<file path="src/rtl/uart_tx_fifo_wb.sv">
// Wishbone-fed UART transmitter with a circular TX FIFO; `UART_TX_PARITY_EN adds an even-parity bit.
// Latency: ack one cycle after request, start bit two cycles after ack. Backpressure: none; full drops + sticky overflow.
module uart_tx_fifo_wb #(
   parameter int CLK_DIV    = 434,
   parameter int FIFO_DEPTH = 16
) (
   input  logic        clk,
   input  logic        rst,
   input  logic        cyc,
   input  logic        stb,
   input  logic        we,
   input  logic [31:0] adr,
   input  logic [31:0] dat_i,
   output logic [31:0] dat_o,
   output logic        ack,
   output logic        tx
);
   localparam int          AW        = $clog2(FIFO_DEPTH);
   localparam logic [15:0] BAUD_LAST = 16'(CLK_DIV - 1);

   typedef enum logic [2:0] {
      S_IDLE,
      S_START,
      S_DATA,
`ifdef UART_TX_PARITY_EN
      S_PARITY,
`endif
      S_STOP
   } state_t;

   logic              ack_q, ack_d;
   logic              wr_q, wr_d;
   logic              rd_stat_q, rd_stat_d;
   logic [7:0]        wdat_q, wdat_d;
   logic [31:0]       dat_o_q, dat_o_d;
   logic [AW:0]       wr_ptr_q, wr_ptr_d;
   logic [AW:0]       rd_ptr_q, rd_ptr_d;
   logic              ovf_q, ovf_d;
   logic [7:0]        mem_q [FIFO_DEPTH];
   state_t            state_q, state_d;
   logic [15:0]       baud_q, baud_d;
   logic [2:0]        bit_q, bit_d;
   logic [7:0]        shift_q, shift_d;
   logic              tx_q, tx_d;
`ifdef UART_TX_PARITY_EN
   logic              par_q, par_d;
`endif

   logic              req;
   logic              full;
   logic              empty;
   logic              busy;
   logic              push_ok;
   logic              drop;
   logic              pop;
   logic              baud_wrap;
   logic [AW:0]       count;
   logic [7:0]        head;
   logic [31:0]       status;
   logic              unused_bits;

   assign unused_bits = ^{adr[31:3], adr[1:0], dat_i[31:8]};

   assign req       = cyc & stb & ~ack_q;
   assign empty     = (wr_ptr_q == rd_ptr_q);
   assign full      = (wr_ptr_q[AW] != rd_ptr_q[AW]) &&
                      (wr_ptr_q[AW-1:0] == rd_ptr_q[AW-1:0]);
   assign count     = wr_ptr_q - rd_ptr_q;
   assign busy      = (state_q != S_IDLE);
   assign head      = mem_q[rd_ptr_q[AW-1:0]];
   // The write lands at the end of its ack cycle, judged against the pre-cycle fill level.
   assign push_ok   = wr_q & ~full;
   assign drop      = wr_q & full;
   assign baud_wrap = (baud_q == BAUD_LAST);
   assign status    = {16'h0000, 8'(count), 4'h0, ovf_q, busy, empty, full};

   always_comb begin
      ack_d     = req;
      wr_d      = req & we & ~adr[2];
      rd_stat_d = req & ~we & adr[2];
      wdat_d    = wdat_q;
      dat_o_d   = '0;
      if (req) begin
         wdat_d = dat_i[7:0];
      end
      if (rd_stat_d) begin
         dat_o_d = status;
      end
   end

   always_comb begin
      wr_ptr_d = wr_ptr_q;
      rd_ptr_d = rd_ptr_q;
      ovf_d    = ovf_q;
      if (push_ok) begin
         wr_ptr_d = wr_ptr_q + 1'b1;
      end
      if (pop) begin
         rd_ptr_d = rd_ptr_q + 1'b1;
      end
      if (rd_stat_q) begin
         ovf_d = 1'b0;
      end
      if (drop) begin
         ovf_d = 1'b1;
      end
   end

   always_comb begin
      state_d = state_q;
      baud_d  = baud_q;
      bit_d   = bit_q;
      shift_d = shift_q;
      tx_d    = tx_q;
      pop     = 1'b0;
`ifdef UART_TX_PARITY_EN
      par_d   = par_q;
`endif
      case (state_q)
         S_IDLE: begin
            tx_d = 1'b1;
            if (!empty) begin
               pop     = 1'b1;
               shift_d = head;
               bit_d   = 3'd0;
               baud_d  = 16'd0;
               tx_d    = 1'b0;
               state_d = S_START;
`ifdef UART_TX_PARITY_EN
               par_d   = ^head;
`endif
            end
         end
         S_START: begin
            if (baud_wrap) begin
               baud_d  = 16'd0;
               tx_d    = shift_q[0];
               state_d = S_DATA;
            end else begin
               baud_d = baud_q + 16'd1;
            end
         end
         S_DATA: begin
            if (baud_wrap) begin
               baud_d = 16'd0;
               if (bit_q == 3'd7) begin
`ifdef UART_TX_PARITY_EN
                  tx_d    = par_q;
                  state_d = S_PARITY;
`else
                  tx_d    = 1'b1;
                  state_d = S_STOP;
`endif
               end else begin
                  bit_d   = bit_q + 3'd1;
                  shift_d = {1'b0, shift_q[7:1]};
                  tx_d    = shift_q[1];
               end
            end else begin
               baud_d = baud_q + 16'd1;
            end
         end
`ifdef UART_TX_PARITY_EN
         S_PARITY: begin
            if (baud_wrap) begin
               baud_d  = 16'd0;
               tx_d    = 1'b1;
               state_d = S_STOP;
            end else begin
               baud_d = baud_q + 16'd1;
            end
         end
`endif
         S_STOP: begin
            if (baud_wrap) begin
               baud_d  = 16'd0;
               tx_d    = 1'b1;
               state_d = S_IDLE;
            end else begin
               baud_d = baud_q + 16'd1;
            end
         end
         default: begin
            tx_d    = 1'b1;
            baud_d  = 16'd0;
            state_d = S_IDLE;
         end
      endcase
   end

   always_ff @(posedge clk) begin
      if (push_ok) begin
         mem_q[wr_ptr_q[AW-1:0]] <= wdat_q;
      end
   end

   always_ff @(posedge clk or negedge rst) begin
      if (!rst) begin
         ack_q     <= 1'b0;
         wr_q      <= 1'b0;
         rd_stat_q <= 1'b0;
         wdat_q    <= 8'h00;
         dat_o_q   <= 32'h0;
         wr_ptr_q  <= '0;
         rd_ptr_q  <= '0;
         ovf_q     <= 1'b0;
         state_q   <= S_IDLE;
         baud_q    <= 16'd0;
         bit_q     <= 3'd0;
         shift_q   <= 8'h00;
         tx_q      <= 1'b1;
`ifdef UART_TX_PARITY_EN
         par_q     <= 1'b0;
`endif
      end else begin
         ack_q     <= ack_d;
         wr_q      <= wr_d;
         rd_stat_q <= rd_stat_d;
         wdat_q    <= wdat_d;
         dat_o_q   <= dat_o_d;
         wr_ptr_q  <= wr_ptr_d;
         rd_ptr_q  <= rd_ptr_d;
         ovf_q     <= ovf_d;
         state_q   <= state_d;
         baud_q    <= baud_d;
         bit_q     <= bit_d;
         shift_q   <= shift_d;
         tx_q      <= tx_d;
`ifdef UART_TX_PARITY_EN
         par_q     <= par_d;
`endif
      end
   end

   assign ack   = ack_q;
   assign dat_o = dat_o_q;
   assign tx    = tx_q;

endmodule

</file>
<file path="config.mk">
export PLATFORM = sky130hd
export DESIGN_NAME = uart_tx_fifo_wb
export DESIGN_NICKNAME = d
export VERILOG_FILES = /design/src/rtl/uart_tx_fifo_wb.sv
export SDC_FILE = /design/constraint.sdc
export NUM_CORES = 1
export LEC_CHECK = 0
export CORE_ASPECT_RATIO = 1.75
export CORE_UTILIZATION = 50
export DETAILED_ROUTE_END_ITERATION = 6
export GPL_ROUTABILITY_DRIVEN = 0
export PLACE_DENSITY = 0.81
export RECOVER_POWER = 100
export SYNTH_ARGS = -nofsm -noshare
export SYNTH_HDL_FRONTEND = slang
export SYNTH_SLANG_ARGS = --single-unit
</file>
<file path="constraint.sdc">
create_clock -name clk -period 2.2 [get_ports clk]
set_clock_uncertainty 0.1 [all_clocks]
set_input_delay 0.44 -clock clk [delete_from_list [all_inputs] [get_ports clk]]
set_output_delay 0.44 -clock clk [all_outputs]
set_load 0.005 [all_outputs]
</file>
==> Flow_metrics.wiki, run 1 <==
{| class="wikitable"
! Metric !! Value
|-
| Antenna cell count || 0
|-
| CTS clock-pin slew for the worst setup and hold paths || 0.07 ns
|-
| Clock latency reported for the late side of the worst-skew pair || 0.43 ns
|-
| Worst-case vdd ir drop || 0.623 mV
|-
| Antenna violations before repair || 0
|-
| Share of flip-flops with an asynchronous set or reset after synthesis || 32.3%
|-
| Switching power || 3.74 mW
|-
| Global-route wire length before repair || 28,400 um
|-
| Proportion of power drawn by combinational gates || 34.7%
|-
| Fraction of layout cells with a size suffix above 1 || 23.0%
|-
| H-tree Lvls || 4
|-
| Number of non-filler instances in the completed layout || 858
|-
| Design Area, Final || 9710 sq um
|-
| Worst slack on hold paths || 0.352 ns
|-
| Number of violations reported at the end of detailed-routing iteration 0 || 375
|-
| Post-detailed-placement half-perimeter wirelength || 12,200 um
|-
| Unrepaired setup endpoints after global routing || yes
|-
| Residual overflow from global routing || 0
|-
| Horizontal die dimension || 98.9 um
|-
| Final cell utilization of the core || 60.9%
|-
| Residual antenna-violating net count after detailed routing || 0
|-
| Cells on worst reg2reg path || 6
|-
| Kind of start point of the critical path || flip-flop
|-
| Total vias in the final route || 5,148
|-
| Core Box Area || 16,000 sq um
|-
| Pin count of the biggest net entering global routing || 62
|-
| Clock network power share || 26.0%
|-
| Reg2Reg Launch Point || rd_ptr_q[0]
|-
| Pre-Repair DR Iteration Count || 5
|-
| Row cnt || 61
|-
| Peak clock frequency supported by timing || 0.464 GHz
|-
| Portion of the clock cycle consumed by the worst path in the final layout || 97.9%
|-
| Net count of the finished layout || 745
|-
| Number of buffers created by CTS || 17
|-
| Outcome || complete, no violations
|-
| Final hold violations || 0
|-
| Tot GR Track Use || 22.8%
|-
| Routed via count divided by cell count || 6.00
|-
| Warning count from the yosys run || 0
|-
| Endpoint class of the critical path || flip-flop
|-
| Overall power of the completed layout || 11.3 mW
|-
| Number of library cell types mapped by synthesis || 52
|-
| Crit path max fanout || 8
|-
| Leakage power || 3.78 nW
|-
| Power share of the sequential group || 39.3%
|-
| Min-Delay Path Class || reg -> reg
|-
| Die Span Y || 172 um
|-
| Sequential-to-total area share from yosys stat || 65.4%
|-
| Power per unit of standard cell area || 1170 nW/um^2
|-
| Max-slew headroom || 43.8%
|-
| WP data arrival || 2.17 ns
|-
| Required time of the critical path || 2.21 ns
|-
| Slew Limit Fails || 0
|-
| Setup Crit Path Kind || reg -> reg
|-
| Starting Density || 51.5%
|-
| Max-capacitance violation count || 0
|-
| Synth Instances || 577
|-
| Number of port buffers || 24
|-
| Area of the mapped netlist || 8220 sq um
|-
| Area after detailed placement || 9040 sq um
|-
| Via count of the first global-routing pass || 5,384
|-
| Final setup violation count || 0
|-
| Design internal power || 7.60 mW
|-
| Final critical path time including I/O delays and setup || 2.15 ns
|-
| Hold path startpoint || rd_stat_q
|-
| Number of primary I/O pins || 103
|-
| Area overhead of the layout relative to synthesis || 18.1%
|-
| Root cell of the clock tree || clkbuf_16
|-
| Cell Count Post-Placement || 820
|-
| CTS tree || done
|-
| # clock sinks || 189
|-
| Count of flip-flops with a built-in enable after synthesis || 128
|-
| Sw frac || 33.0%
|-
| Wire length after detailed routing || 18,000 um
|-
| Number of design rule violations left after detail routing || 0
|-
| Number of cells on the worst hold path || 1
|-
| Actual transition at the worst max-transition pin || 0.843 ns
|-
| Die area || 17,000 sq um
|-
| Mean Syn Cell Area || 14.2 sq um
|-
| Top_reg_cell synth || edfxtp_1
|-
| Clock Path Buffers || 2
|-
| Number of flip-flops and latches in the synthesized netlist || 189
|-
| Startpoint of the most critical setup path || rd_ptr_q[0]
|-
| WL per Instance || 21.0 um
|}
## sequential cells by signal (all words and copies together) (netlist names)
| name | cells |
|---|---|
| tx | 1 |
| mem_q | 128 |
| baud_q | 16 |
| dat_o | 9 |
| shift_q | 8 |
| state_q | 2 |
| bit_q | 3 |
| rd_stat_q | 1 |
| wr_q | 1 |
| rd_ptr_q | 5 |
| ack | 1 |
| wdat_q | 8 |
| wr_ptr_q | 5 |
| ovf_q | 1 |
## power groups by stage
stage | sequential, mW | clock, mW | combinational, mW
3_3_place_gp | 4.49 | 0 | 3.54
2_1_floorplan | 4.44 | 0 | 2.44
4_1_cts | 4.45 | 2.96 | 3.84
6_report | 4.45 | 2.95 | 3.94
3_5_place_dp | 4.51 | 0 | 3.70
5_1_grt | 4.49 | 3.10 | 4.26
## final timing paths
check	to	slack [ns]
max reg2reg	mem_q[2][0]	0.05
min	ovf_q	0.35
min reg2reg	ovf_q	0.35
max in group asynchronous	rd_ptr_q[0]	0.75
max	mem_q[2][0]	0.05
min in group asynchronous	dat_o[0]	0.68
## per-layer routing
layer | track usage (%) | vias up | routed length [um]
met2 | 41.4 | 214 | 9890
met3 | 4.35 | 69 | 771
met4 | 16.2 | 0 | 1080
li1 | - | 2279 | -
met1 | 23.4 | 2586 | 6250
met5 | 0 | - | 0
## cell type report
class                   count  area (sq um)
repair buffers             84           801
inverters                  24          90.1
multi-input cells         340          2650
clock buffers              18           429
clock inverters            14           131
flip-flops and latches    189          5370
well taps                 189           236
fillers                  1099          6240
## through the flow
| stage | TNS, ns | setup slack, ns |
|---|---|---|
| 3_3_place_gp | -1.33 | -0.0371 |
| 6_report | 0 | 0.0466 |
| 2_1_floorplan | -0.0113 | -0.0113 |
| 4_1_cts | -0.189 | -0.0201 |
| 3_5_place_dp | -4.12 | -0.125 |
| 5_1_grt | -0.149 | -0.0356 |
## cell usage in the layout, fill, tap and decap left out, types with 17 or more instances in the layout
| master | synthesis | final |
|---|---|---|
| nand2_1 | 64 | 62 |
| clkbuf_16 | 0 | 17 |
| conb_1 | 1 | 23 |
| edfxtp_1 | 128 | 128 |
| buf_4 | 24 | 38 |
| o21ai_0 | 33 | 30 |
| nor2_1 | 19 | 18 |
| mux4_2 | 25 | 25 |
| inv_1 | 23 | 24 |
| dfrtp_1 | 60 | 59 |
| ha_1 | 19 | 18 |
## worst max-delay path, stage by stage, from the launching register on
cell     delay [ns]
dfrtp_2        0.44
ha_1           0.30
and4_4         0.22
nand2_2        0.09
nand2_2        0.11
nor3_2         0.23
and2_2         0.34
## synth_stat cells (all sizes together) (9+ instances only)
cell type	number	area share, %
a21oi	9	0.55
and3	12	0.91
buf	36	3.0
clkbuf	11	0.50
dfrtp	60	18
edfxtp	128	47
ha	19	2.9
inv	24	1.1
mux2	13	1.8
mux4	25	6.9
nand2	64	2.9
nand3	14	0.85
nor2	19	0.87
nor3	12	0.73
o21ai	34	2.1
xnor2	10	1.1
## repair_timing
item | in CTS | in global routing
cloned | 3 | 0
setup buffers | 1 | 1
pin swaps | 3 | 3
gates resized for setup | 13 | 28
hold endpoints to repair | 60 | 0
hold buffers | 1 | 0
endpoints found under the setup margin | 122 | 150
## cells by family (layout without fill, tap and decap cells)
| kind of cell | after synthesis | in the layout | synth area share [%] |
|---|---|---|---|
| buffers and inverters | 71 | 140 | 4.60 |
| multiplexers | 40 | 40 | 8.88 |
| XOR/XNOR | 15 | 15 | 1.60 |
| other | 1 | 23 | 0.0456 |
| AND/OR/NAND/NOR | 161 | 162 | 9.90 |
| AO/OA/AOI/OAI | 80 | 80 | 6.47 |
| adder cells (fa/ha/maj) | 20 | 20 | 3.14 |
| flip-flops | 189 | 189 | 65.4 |
Note: power is estimated with default switching activity, not from simulation.
==> inputs of run 2 (changes only) <==
--- a/config.mk
+++ b/config.mk
@@ -7,8 +7,10 @@
 export LEC_CHECK = 0
 export CORE_ASPECT_RATIO = 1.75
 export CORE_UTILIZATION = 50
+export CTS_CLUSTER_DIAMETER = 80
 export DETAILED_ROUTE_END_ITERATION = 6
 export GPL_ROUTABILITY_DRIVEN = 0
+export HOLD_SLACK_MARGIN = 0.08
 export PLACE_DENSITY = 0.81
 export RECOVER_POWER = 100
 export SYNTH_ARGS = -nofsm -noshare
==> results of run 2 <==
No change in the layout: final DEF, timing and power equal those of run 1.
==> inputs of run 3 (changes only) <==
--- a/config.mk
+++ b/config.mk
@@ -5,6 +5,7 @@
 export SDC_FILE = /design/constraint.sdc
 export NUM_CORES = 1
 export LEC_CHECK = 0
+export ABC_CLOCK_PERIOD_IN_PS = 2200
 export CORE_ASPECT_RATIO = 1.75
 export CORE_UTILIZATION = 50
 export CTS_CLUSTER_DIAMETER = 80
==> results of run 3 <==
No change in the layout: final DEF, timing and power equal those of run 1.
